$ cat src/rtl/ob_pkg.sv
// -----------------------------------------------------------------------------
// ob_pkg
//   Shared types and helpers for the table-count datapath.
//   - cpa_state_t : control states of the chunked carry-propagate adder
//   - ceil_div    : integer ceiling division, used to size the chunk count
// -----------------------------------------------------------------------------
package ob_pkg;

  // Explicit 2-bit encoding keeps the state register legacy-compatible with
  // code that compares against plain logic [1:0] constants.
  typedef enum logic [1:0] {
    CPA_IDLE = 2'd0,
    CPA_ADD  = 2'd1,
    CPA_DONE = 2'd2
  } cpa_state_t;

  function automatic int ceil_div(int a, int b);
    return (a + b - 1) / b;
  endfunction

endpackage

$ cat src/rtl/ob_table_cnt_cpa_if.sv
// -----------------------------------------------------------------------------
// ob_table_cnt_cpa_if
//   Operand/result handshake bundle for ob_table_cnt_cpa.
//   Input side : in_vld, in_s, in_c (producer -> adder), in_rdy (adder -> producer)
//   Output side: out_vld, out_sum, out_ovf (adder -> consumer), out_rdy (consumer -> adder)
//   Modports   : slave  = the adder
//                master = the environment driving operands and taking results
// -----------------------------------------------------------------------------
interface ob_table_cnt_cpa_if #(
  parameter int W = 32
);
  logic         in_vld;
  logic [W-1:0] in_s;
  logic [W-1:0] in_c;
  logic         in_rdy;
  logic         out_vld;
  logic [W-1:0] out_sum;
  logic         out_ovf;
  logic         out_rdy;

  modport slave (
    input  in_vld, in_s, in_c, out_rdy,
    output in_rdy, out_vld, out_sum, out_ovf
  );

  modport master (
    output in_vld, in_s, in_c, out_rdy,
    input  in_rdy, out_vld, out_sum, out_ovf
  );
endinterface

$ cat src/rtl/ob_table_cnt_cpa_slice.sv
// -----------------------------------------------------------------------------
// ob_table_cnt_cpa_slice
//   One CHUNK-bit slice of the carry-propagate adder: {cout, sum} = a + b + cin.
//   Ports: a, b (CHUNK) operands; cin carry in; sum (CHUNK); cout carry out.
// -----------------------------------------------------------------------------
module ob_table_cnt_cpa_slice #(
  parameter int CHUNK = 8
) (
  input  logic [CHUNK-1:0] a,
  input  logic [CHUNK-1:0] b,
  input  logic             cin,
  output logic [CHUNK-1:0] sum,
  output logic             cout
);

  assign {cout, sum} = {1'b0, a} + {1'b0, b} + {{CHUNK{1'b0}}, cin};

endmodule

$ cat src/rtl/ob_table_cnt_cpa.sv
// -----------------------------------------------------------------------------
// ob_table_cnt_cpa
//   Resolves the CSA tree's redundant sum/carry pair into a binary count using
//   a multi-cycle carry-propagate adder that settles CHUNK bits per cycle, so
//   no full-width carry chain sits between two registers.
//   Ports:
//     clk  clock
//     rst  synchronous reset, active-high
//     bus  ob_table_cnt_cpa_if.slave
//          in_vld/in_s/in_c/in_rdy   operand handshake
//          out_vld/out_sum/out_ovf/out_rdy result handshake
//   Latency: operand accepted at edge T -> out_vld high from cycle T+NCHUNK+1.
// -----------------------------------------------------------------------------
module ob_table_cnt_cpa
  import ob_pkg::*;
#(
  parameter int W     = 32,
  parameter int CHUNK = 8
) (
  input  logic                clk,
  input  logic                rst,
  ob_table_cnt_cpa_if.slave   bus
);

  localparam int NCHUNK = ceil_div(W, CHUNK);
  localparam int PAD_W  = NCHUNK * CHUNK;
  localparam int IDX_W  = $clog2(NCHUNK + 1);
  // Width of the top chunk that actually holds result bits (1..CHUNK).
  localparam int LAST_W = W - (NCHUNK - 1) * CHUNK;
  localparam logic [IDX_W-1:0] LAST_IDX = IDX_W'(NCHUNK - 1);

  cpa_state_t       state;
  logic [IDX_W-1:0] idx;
  logic             cy;
  logic [W-1:0]     op_s;
  logic [W-1:0]     op_c;
  logic [W-1:0]     out_sum;
  logic             out_ovf;

  logic             accept;
  logic [PAD_W-1:0] s_pad;
  logic [PAD_W-1:0] c_pad;
  logic [CHUNK-1:0] slice_a;
  logic [CHUNK-1:0] slice_b;
  logic [CHUNK-1:0] slice_sum;
  logic             slice_cout;
  logic             last_carry;

  // Handshake outputs decode registered state only; in_rdy is allowed to
  // follow out_rdy combinationally so a result can be retired and the next
  // operand pair loaded on the same edge.
  assign bus.in_rdy  = (state == CPA_IDLE) | ((state == CPA_DONE) & bus.out_rdy);
  assign bus.out_vld = (state == CPA_DONE);
  assign bus.out_sum = out_sum;
  assign bus.out_ovf = out_ovf;
  assign accept      = bus.in_vld & bus.in_rdy;

  // Operands zero-padded to a whole number of chunks; the padding is what
  // masks off the unused upper bits of a partial top chunk.
  always_comb begin
    // NOTE: every always_comb output gets a default before any branch so no
    // path leaves it unassigned and a latch is never inferred.
    s_pad          = '0;
    c_pad          = '0;
    s_pad[W-1:0]   = op_s;
    c_pad[W-1:0]   = op_c;
    slice_a        = '0;
    slice_b        = '0;
    for (int k = 0; k < NCHUNK; k++) begin
      if (idx == IDX_W'(k)) begin
        slice_a = s_pad[k*CHUNK +: CHUNK];
        slice_b = c_pad[k*CHUNK +: CHUNK];
      end
    end
  end

  ob_table_cnt_cpa_slice #(
    .CHUNK (CHUNK)
  ) u_slice (
    .a    (slice_a),
    .b    (slice_b),
    .cin  (cy),
    .sum  (slice_sum),
    .cout (slice_cout)
  );

  // Overflow is the carry out of bit W-1. With a partial top chunk the padded
  // operands are zero above W-1, so that carry lands in the first padding bit
  // of the slice sum rather than in the slice carry-out.
  generate
    if (LAST_W == CHUNK) begin : g_full_top
      assign last_carry = slice_cout;
    end else begin : g_part_top
      assign last_carry = slice_sum[LAST_W];
    end
  endgenerate

  // NOTE: operand registers are deliberately left out of reset: they are only
  // read in ADD, and ADD is always entered through a load on the accept edge.
  always_ff @(posedge clk) begin
    if (accept) begin
      op_s <= bus.in_s;
      op_c <= bus.in_c;
    end
  end

  // NOTE: sequential state uses non-blocking assignments so every register
  // samples the pre-edge values, independent of statement order.
  always_ff @(posedge clk) begin
    if (rst) begin
      state   <= CPA_IDLE;
      idx     <= '0;
      cy      <= 1'b0;
      out_sum <= '0;
      out_ovf <= 1'b0;
    end else begin
      case (state)
        CPA_IDLE: begin
          if (accept) begin
            idx   <= '0;
            cy    <= 1'b0;
            state <= CPA_ADD;
          end
        end

        CPA_ADD: begin
          for (int i = 0; i < W; i++) begin
            if (idx == IDX_W'(i / CHUNK)) out_sum[i] <= slice_sum[i % CHUNK];
          end
          if (idx == LAST_IDX) begin
            out_ovf <= last_carry;
            state   <= CPA_DONE;
          end else begin
            cy  <= slice_cout;
            idx <= idx + 1'b1;
          end
        end

        CPA_DONE: begin
          if (bus.out_rdy) begin
            if (bus.in_vld) begin
              idx   <= '0;
              cy    <= 1'b0;
              state <= CPA_ADD;
            end else begin
              state <= CPA_IDLE;
            end
          end
        end

        default: state <= CPA_IDLE;
      endcase
    end
  end

endmodule

$ cat src/flat_wrapper.sv
// flat-port wrapper written by rule: the top's interface ports become plain ports
module ob_table_cnt_cpa_flat import ob_pkg::*;
#(
  parameter int W     = 32,
  parameter int CHUNK = 8
)
  (clk, rst, bus_in_vld, bus_in_s, bus_in_c, bus_out_rdy, bus_in_rdy, bus_out_vld, bus_out_sum, bus_out_ovf);
  ob_table_cnt_cpa_if #(.W(W)) bus_i ();
  input  logic clk;
  input  logic rst;
  input wire logic [$bits(bus_i.in_vld)-1:0] bus_in_vld;
  input wire logic [$bits(bus_i.in_s)-1:0] bus_in_s;
  input wire logic [$bits(bus_i.in_c)-1:0] bus_in_c;
  input wire logic [$bits(bus_i.out_rdy)-1:0] bus_out_rdy;
  output wire logic [$bits(bus_i.in_rdy)-1:0] bus_in_rdy;
  output wire logic [$bits(bus_i.out_vld)-1:0] bus_out_vld;
  output wire logic [$bits(bus_i.out_sum)-1:0] bus_out_sum;
  output wire logic [$bits(bus_i.out_ovf)-1:0] bus_out_ovf;
  assign bus_i.in_vld = bus_in_vld;
  assign bus_i.in_s = bus_in_s;
  assign bus_i.in_c = bus_in_c;
  assign bus_i.out_rdy = bus_out_rdy;
  assign bus_in_rdy = bus_i.in_rdy;
  assign bus_out_vld = bus_i.out_vld;
  assign bus_out_sum = bus_i.out_sum;
  assign bus_out_ovf = bus_i.out_ovf;
  ob_table_cnt_cpa #(.W(W), .CHUNK(CHUNK)) u_core (.clk(clk), .rst(rst), .bus(bus_i));
endmodule
$ cat config.mk
export PLATFORM = sky130hd
export DESIGN_NAME = ob_table_cnt_cpa_flat
export DESIGN_NICKNAME = d
export VERILOG_FILES = /design/src/rtl/ob_pkg.sv /design/src/rtl/ob_table_cnt_cpa_if.sv /design/src/rtl/ob_table_cnt_cpa_slice.sv /design/src/rtl/ob_table_cnt_cpa.sv /design/src/flat_wrapper.sv
export SDC_FILE = /design/constraint.sdc
export NUM_CORES = 1
export LEC_CHECK = 0
export BUFFER_PORTS_ARGS = -buffer_cell sky130_fd_sc_hd__buf_2
export CAP_MARGIN = 40
export CORE_ASPECT_RATIO = 1.25
export CORE_MARGIN = 4
export CORE_UTILIZATION = 30
export CTS_BUF_LIST = sky130_fd_sc_hd__clkbuf_4
export CTS_CLUSTER_DIAMETER = 150
export DETAILED_ROUTE_END_ITERATION = 8
export GPL_TIMING_DRIVEN = 0
export PLACE_DENSITY = 0.53
export SETUP_SLACK_MARGIN = 0.5
export SLEW_MARGIN = 25
export SYNTH_ARGS = -nofsm -noshare
export SYNTH_HDL_FRONTEND = slang
export SYNTH_SLANG_ARGS = --single-unit
$ cat constraint.sdc
create_clock -name clk -period 5.45 [get_ports clk]
set_clock_uncertainty 0.05 [all_clocks]
set_input_delay 0.2725 -clock clk [delete_from_list [all_inputs] [get_ports clk]]
set_output_delay 0.2725 -clock clk [all_outputs]
set_load 0.05 [all_outputs]
# Yosys cells after proc, flatten, opt, wreduce, memory -nomap -nowiden
# Cells that the tools add are included.
# Widths: inputs -> output; s select.
# word_totals
output_inout_bits	35
input_bits	68
word_cells	58
register_bits	103
# op_classes
addsub	3
n_reduce_logical	9
bitwise	3
mux	23
n_eq_ne	10
# op_table
operator	count
$mux 8	8
$mux 3	4
$add 8x8->9	1
$add 9x1->9	1
$pmux 3 s3	1
$reduce_and 2->1	4
$eq 3x2->1 const B	2
$mux 2	3
$ne 2x2->1 const B	3
$pmux 2 s3	1
$mux 1	5
$reduce_and 5->1	1
$ne 2x1->1 const B	2
$add 3x1->3 const B	1
$eq 3x1->1 const B	1
$logic_not 3->1	1
$pmux 1 s3	1
$reduce_and 3->1	1
$reduce_bool 3->1	1
$and 1x1->1	2
$eq 2x1->1 const B	1
$eq 2x2->1 const B	1
$logic_not 2->1	1
$or 1x1->1	1

# Depth between registers and ports, before layout
# logic_depth
word_depth	9
mapped_depth	15
ltp_nobuf	13

# Modules after synthesis
# From an unflattened synthesis, not the netlist that was laid out.
# unflattened
cells_unflattened	348
hier_area_um2	4369.2
# modules_own_cells
mod	seq_area_each_um2	area_per_inst_um2	cells_per_inst	instances
ob_table_cnt_cpa	2702.6	4032.6	307	1
ob_table_cnt_cpa_slice	0.0	336.6	41	1

# Least setup slack after synthesis
# OpenSTA, ideal clock, no wires.
# synth_timing
path_kind	reg-to-reg
startpoint	reg u_core.state[1]
endpoint	reg u_core.op_c[0], in the netlist u_core.c_pad[0], enable pin
stages_incl_launch_ff	3
t_arrival_ps	4848
period_less_slack_ps	5465
t_required_ps	4833
setup_ps	567
path_slack_ps	-15
n_path_buf	0
cell_sequence	dfxtp_1 -> nor2b_1 -> nor3_1
# synth_via
elab_chain_cells	4
elab_cells_between_ends	5
classes_between	eq/ne: 1; bitwise: 3; reduce/logical: 1
# synth_lines
element	line_no	text
start, declared	ob_table_cnt_cpa.sv:32	cpa_state_t state;
start signal, assigned	ob_table_cnt_cpa.sv:111	state <= CPA_IDLE;
start signal, assigned	ob_table_cnt_cpa.sv:122	state <= CPA_ADD;
start signal, assigned	ob_table_cnt_cpa.sv:132	state <= CPA_DONE;
$eq 2x2->1	ob_table_cnt_cpa.sv:52	assign bus.in_rdy = (state == CPA_IDLE) | ((state == CPA_DONE) & bus.out_rdy);
$and 1x1->1	ob_table_cnt_cpa.sv:52	
$or 1x1->1 (*)	ob_table_cnt_cpa.sv:52	
$and 1x1->1 (*)	ob_table_cnt_cpa.sv:56	assign accept = bus.in_vld & bus.in_rdy;
via u_core.accept	ob_table_cnt_cpa.sv:40	logic accept;
end signal, assigned	ob_table_cnt_cpa.sv:103	op_c <= bus.in_c;
end, declared	ob_table_cnt_cpa.sv:36	logic [W-1:0] op_c;
# The timed path passes the listed nets; every way through them passes the cells marked *.
# A chain may end at the register's enable or synchronous reset.

# Worst setup path after layout
# layout_timing
startpoint	reg u_core.idx[0]
endpoint	reg u_core.out_sum[30], in the netlist u_core.bus.out_sum[30]
# layout_via
elab_chain_cells	7
elab_cells_between_ends	15
classes_between	add/sub: 2; eq/ne: 3; mux: 8; reduce/logical: 2
# layout_lines
element	line_no	text
start, declared	ob_table_cnt_cpa.sv:33	logic [IDX_W-1:0] idx;
start signal, assigned	ob_table_cnt_cpa.sv:135	idx <= idx + 1'b1;
$logic_not 3->1	ob_table_cnt_cpa.sv:70	if (idx == IDX_W'(k)) begin
$mux 8 (4 in series)	ob_table_cnt_cpa.sv:70	
$add 8x8->9	ob_table_cnt_cpa_slice.sv:16	assign {cout, sum} = {1'b0, a} + {1'b0, b} + {{CHUNK{1'b0}}, cin};
$add 9x1->9	ob_table_cnt_cpa_slice.sv:16	
end signal, assigned by index	ob_table_cnt_cpa.sv:128	if (idx == IDX_W'(i / CHUNK)) out_sum[i] <= slice_sum[i % CHUNK];
end, declared	ob_table_cnt_cpa.sv:37	logic [W-1:0] out_sum;
# Several ways; a longest one is shown, not always the timed one.

==> results.md <==
* Post-route ant nets at 0
* Run status: finished, final reports clean
* Slew @ Worst Pin at 0.654 ns
* Port-buffer cells at 101
* Syn_nets at 434
* Critical path endpoint: u_core.bus.out_sum[30]
* Synthesized area at between 4000 and 5000 µm²
* Seq. cell area at 2700 µm²
* Initial antenna violation count at 1
* Root Buffer Master: clkbuf_4
* Sequential area share after synthesis at between 60% and 70%
* Post-synth EDFFs at 64
* DIE HEIGHT at 142 µm
* DPL Wire Length at 8110 µm
* Via count at approximately 3400
* Max Cap Viol at 0
* # IOs at slightly above 100
* Reg2Reg Depth at 14
* Synth Flop Type: edfxtp_1
* Fraction of layout cells with a size suffix above 1 at between 20% and 30%
* GRT overflow at 0
* Vias per cell at 4.77
* Fillers at 1335
* Largest net degree at the start of global routing at 18
* Hold Fails Final Rpt at 0
* CORE AREA at about 14000 µm²
* Iteration-0 DRC count of the detailed router at between 200 and 250
* Crit. End Element: flop
* R2R Path Start: u_core.idx[0]
* Fin cells at 714
* Gr usage total at 14.5%
* Die width at 115 µm
* Yosys warning total at 0
* Starting density of the core at ~30%
* Multi-input gate area at approximately 1500 µm²
* First-pass GRT wire length at 18300 µm
* Max-slew violations at 0
* Hold Path Class: input port to flop
* FMAX at 272 MHz
* R2r endpoint: u_core.bus.out_sum[30]
* Cells after Synth at approximately 350
* WL per Instance at 16.1 µm
* Post-layout nets at 614
* Reg clk slew, reported paths at 0.16 ns
* Crit path kind: flop to flop
* Top cell type's share of synthesized area at 44.6%
* Post-synth ARST share at 0%
* Clk buf depth at 2
* Syn Area/Cell at about 12 µm²
* Post_cts resized at 0
* CP Max Fanout at 10
* CP Launch Point: u_core.idx[0]
* Post-Route WL at ~11000 µm
* CTS tree: built
* Min Tclk post-route at 3.67 ns
* FF+latch count, synth at 103
* Row cnt at 48
* Placed cell count at 632
* Pleak at 0.00236 µW
* Setup violators final at 0
* Die Footprint at 16400 µm²
* Drt pass-1 iters at 4
* Max_slew headroom at 56.3%
* RSZ-0062 raised after global routing: no
* H-tree depth at 3
* Vias in the first global route at 3595
* Internal reg-to-reg setup slack at 1.78 ns
* Area contributors post-synth: edfxtp_1 (45%), dfxtp_1 (18%), a221o_1 (3.5%), ha_1 (3.5%), o21ai_1 (3.5%)
* Max VDD drop at 0.156 mV
* Worst Path Required at around 5.7 ns
* Setup_tns at 0 ns
* Worst setup SP type: flop
* Cell taking the most area after synthesis: edfxtp_1
* Clock Latency Late Sink at 0.46 ns
* Layout overhead on the synthesized area at 37.4%
* Clock Sinks at 103
* Drc violations at 0
* Global placer's final weighted congestion at roughly 0.76
* Total CTS buffers at 9
* Crit path DAT at between 3 and 4 ns
* Final period util at 67.4%
* Hold_sp: bus_out_rdy
* PD cells at roughly 300 nW/µm²
* Netlist cell types at between 40 and 50
==> stage by stage <==
stage	util, %	power (µW)	hold WS [ns]	worst slack (ns)	cell area [µm²]
6_report	42.5	1790	0.0635	1.78	5920
5_1_grt	42.5	1880	0.0419	1.34	5920
4_1_cts	42.5	1810	0.0170	1.72	5920
3_5_place_dp	36.6	1300	0.395	1.75	5100
3_3_place_gp	36.2	1290	0.399	1.01	5040
2_1_floorplan	-	1180	0.321	1.98	4310
==> how the worst min path moves through the flow <==
stage                                        to  slack [ns]  cells past startpoint
after global placement         u_core.c_pad[12]        0.40                      1
after global routing            u_core.state[1]        0.04                      3
after detailed placement  u_core.bus.out_sum[9]        0.40                      2
after CTS                       u_core.state[1]        0.02                      3
final                           u_core.state[1]        0.06                      3
after floorplan                 u_core.c_pad[0]        0.32                      0
==> metal layers <==
| metal | GRT usage (%) | vias up | share of wire, % | wire [µm] |
|---|---|---|---|---|
| met4 | 5.13 | 0 | 2.1 | 247 |
| met5 | 0 | - | 0 | 0 |
| met2 | 25.2 | 84 | 51 | 5840 |
| met1 | 17.5 | 1607 | 42 | 4880 |
| met3 | 3.32 | 14 | 4.6 | 524 |
| li1 | - | 1700 | - | - |
==> cell usage in the layout (no fill, tap or decap), types with 4 or more instances in the layout <==
cell type / Yosys / final
o21ai_1: 30 / 30
dfxtp_1: 39 / 39
edfxtp_1: 64 / 64
clkbuf_4: 0 / 9
o41ai_2: 4 / 4
nor2_1: 22 / 22
buf_2: 9 / 110
a211oi_1: 9 / 9
a221o_1: 15 / 15
nor3_1: 6 / 5
a21oi_1: 15 / 15
nand3_1: 16 / 16
clkbuf_1: 6 / 6
nand2_1: 31 / 31
ha_1: 12 / 12
o21ai_0: 5 / 5
inv_1: 8 / 8
nor2b_1: 7 / 7
dlygate4sd3_1: 0 / 64
a31oi_1: 4 / 4
o31ai_1: 5 / 5
o41ai_1: 4 / 4
==> power by group <==
group	internal (µW)	total, µW	switching, µW
registers	877	894	16.7
logic	171	424	253
clock network	213	475	262
==> layout make-up <==
| cell class | instances | area share [%] |
|---|---|---|
| antenna | 2 | 0.0845 |
| buffer | 18 | 1.52 |
| clock buffer | 9 | 1.14 |
| clock inverter | 7 | 1.82 |
| inverter | 8 | 0.507 |
| multi-input combinational | 223 | 25.3 |
| sequential | 103 | 45.6 |
| tap | 175 | 3.70 |
| timing repair buffer | 169 | 20.3 |
==> cells by family after synthesis <==
kind of cell | share of synthesized area, %
XOR/XNOR | 0.203
buffers and inverters | 2.79
adder cells (fa/ha/maj) | 4.41
multiplexers | 0.232
AND/OR/NAND/NOR | 11.3
AO/OA/AOI/OAI | 18.3
flip-flops | 62.7
==> worst max-delay path, cell delays in order, from the launching register on <==
cell and delay [ns]:
dfxtp_1 0.38, inv_1 0.09, ha_1 0.22, nor3b_4 0.38, buf_2 0.31, a221oi_1 0.15
nor3_1 0.15, a21oi_1 0.09, fa_1 0.47, inv_1 0.09, fa_1 0.27, a211oi_2 0.11
or2_1 0.31, a211oi_2 0.37, o31ai_1 0.13
==> cell usage after synthesis, types with 4 or more instances <==
cell type   n
ha_1       12
clkbuf_1    6
nor2_1     22
o31ai_1     5
o41ai_2     4
buf_2       9
dfxtp_1    39
inv_1       8
nand2_1    31
a221o_1    15
o21ai_1    30
nor2b_1     7
a211oi_1    9
a21oi_1    15
nor3_1      6
nand3_1    16
o41ai_1     4
edfxtp_1   64
o21ai_0     5
a31oi_1     4
==> timing repair <==
item | 4_1_cts | 5_1_grt
setup buffers | 0 | 0
hold buffers | 64 | 0
hold endpoints to repair | 64 | 0
==> state kept, by name, summed over array words and instances (netlist names) <==
register / count
u_core.bus.out_sum: 32
u_core.op_s: 32
u_core.state: 2
u_core.cy: 1
u_core.bus.out_ovf: 1
u_core.idx: 3
u_core.c_pad: 32
No activity file was read; power rests on OpenSTA's default activity.
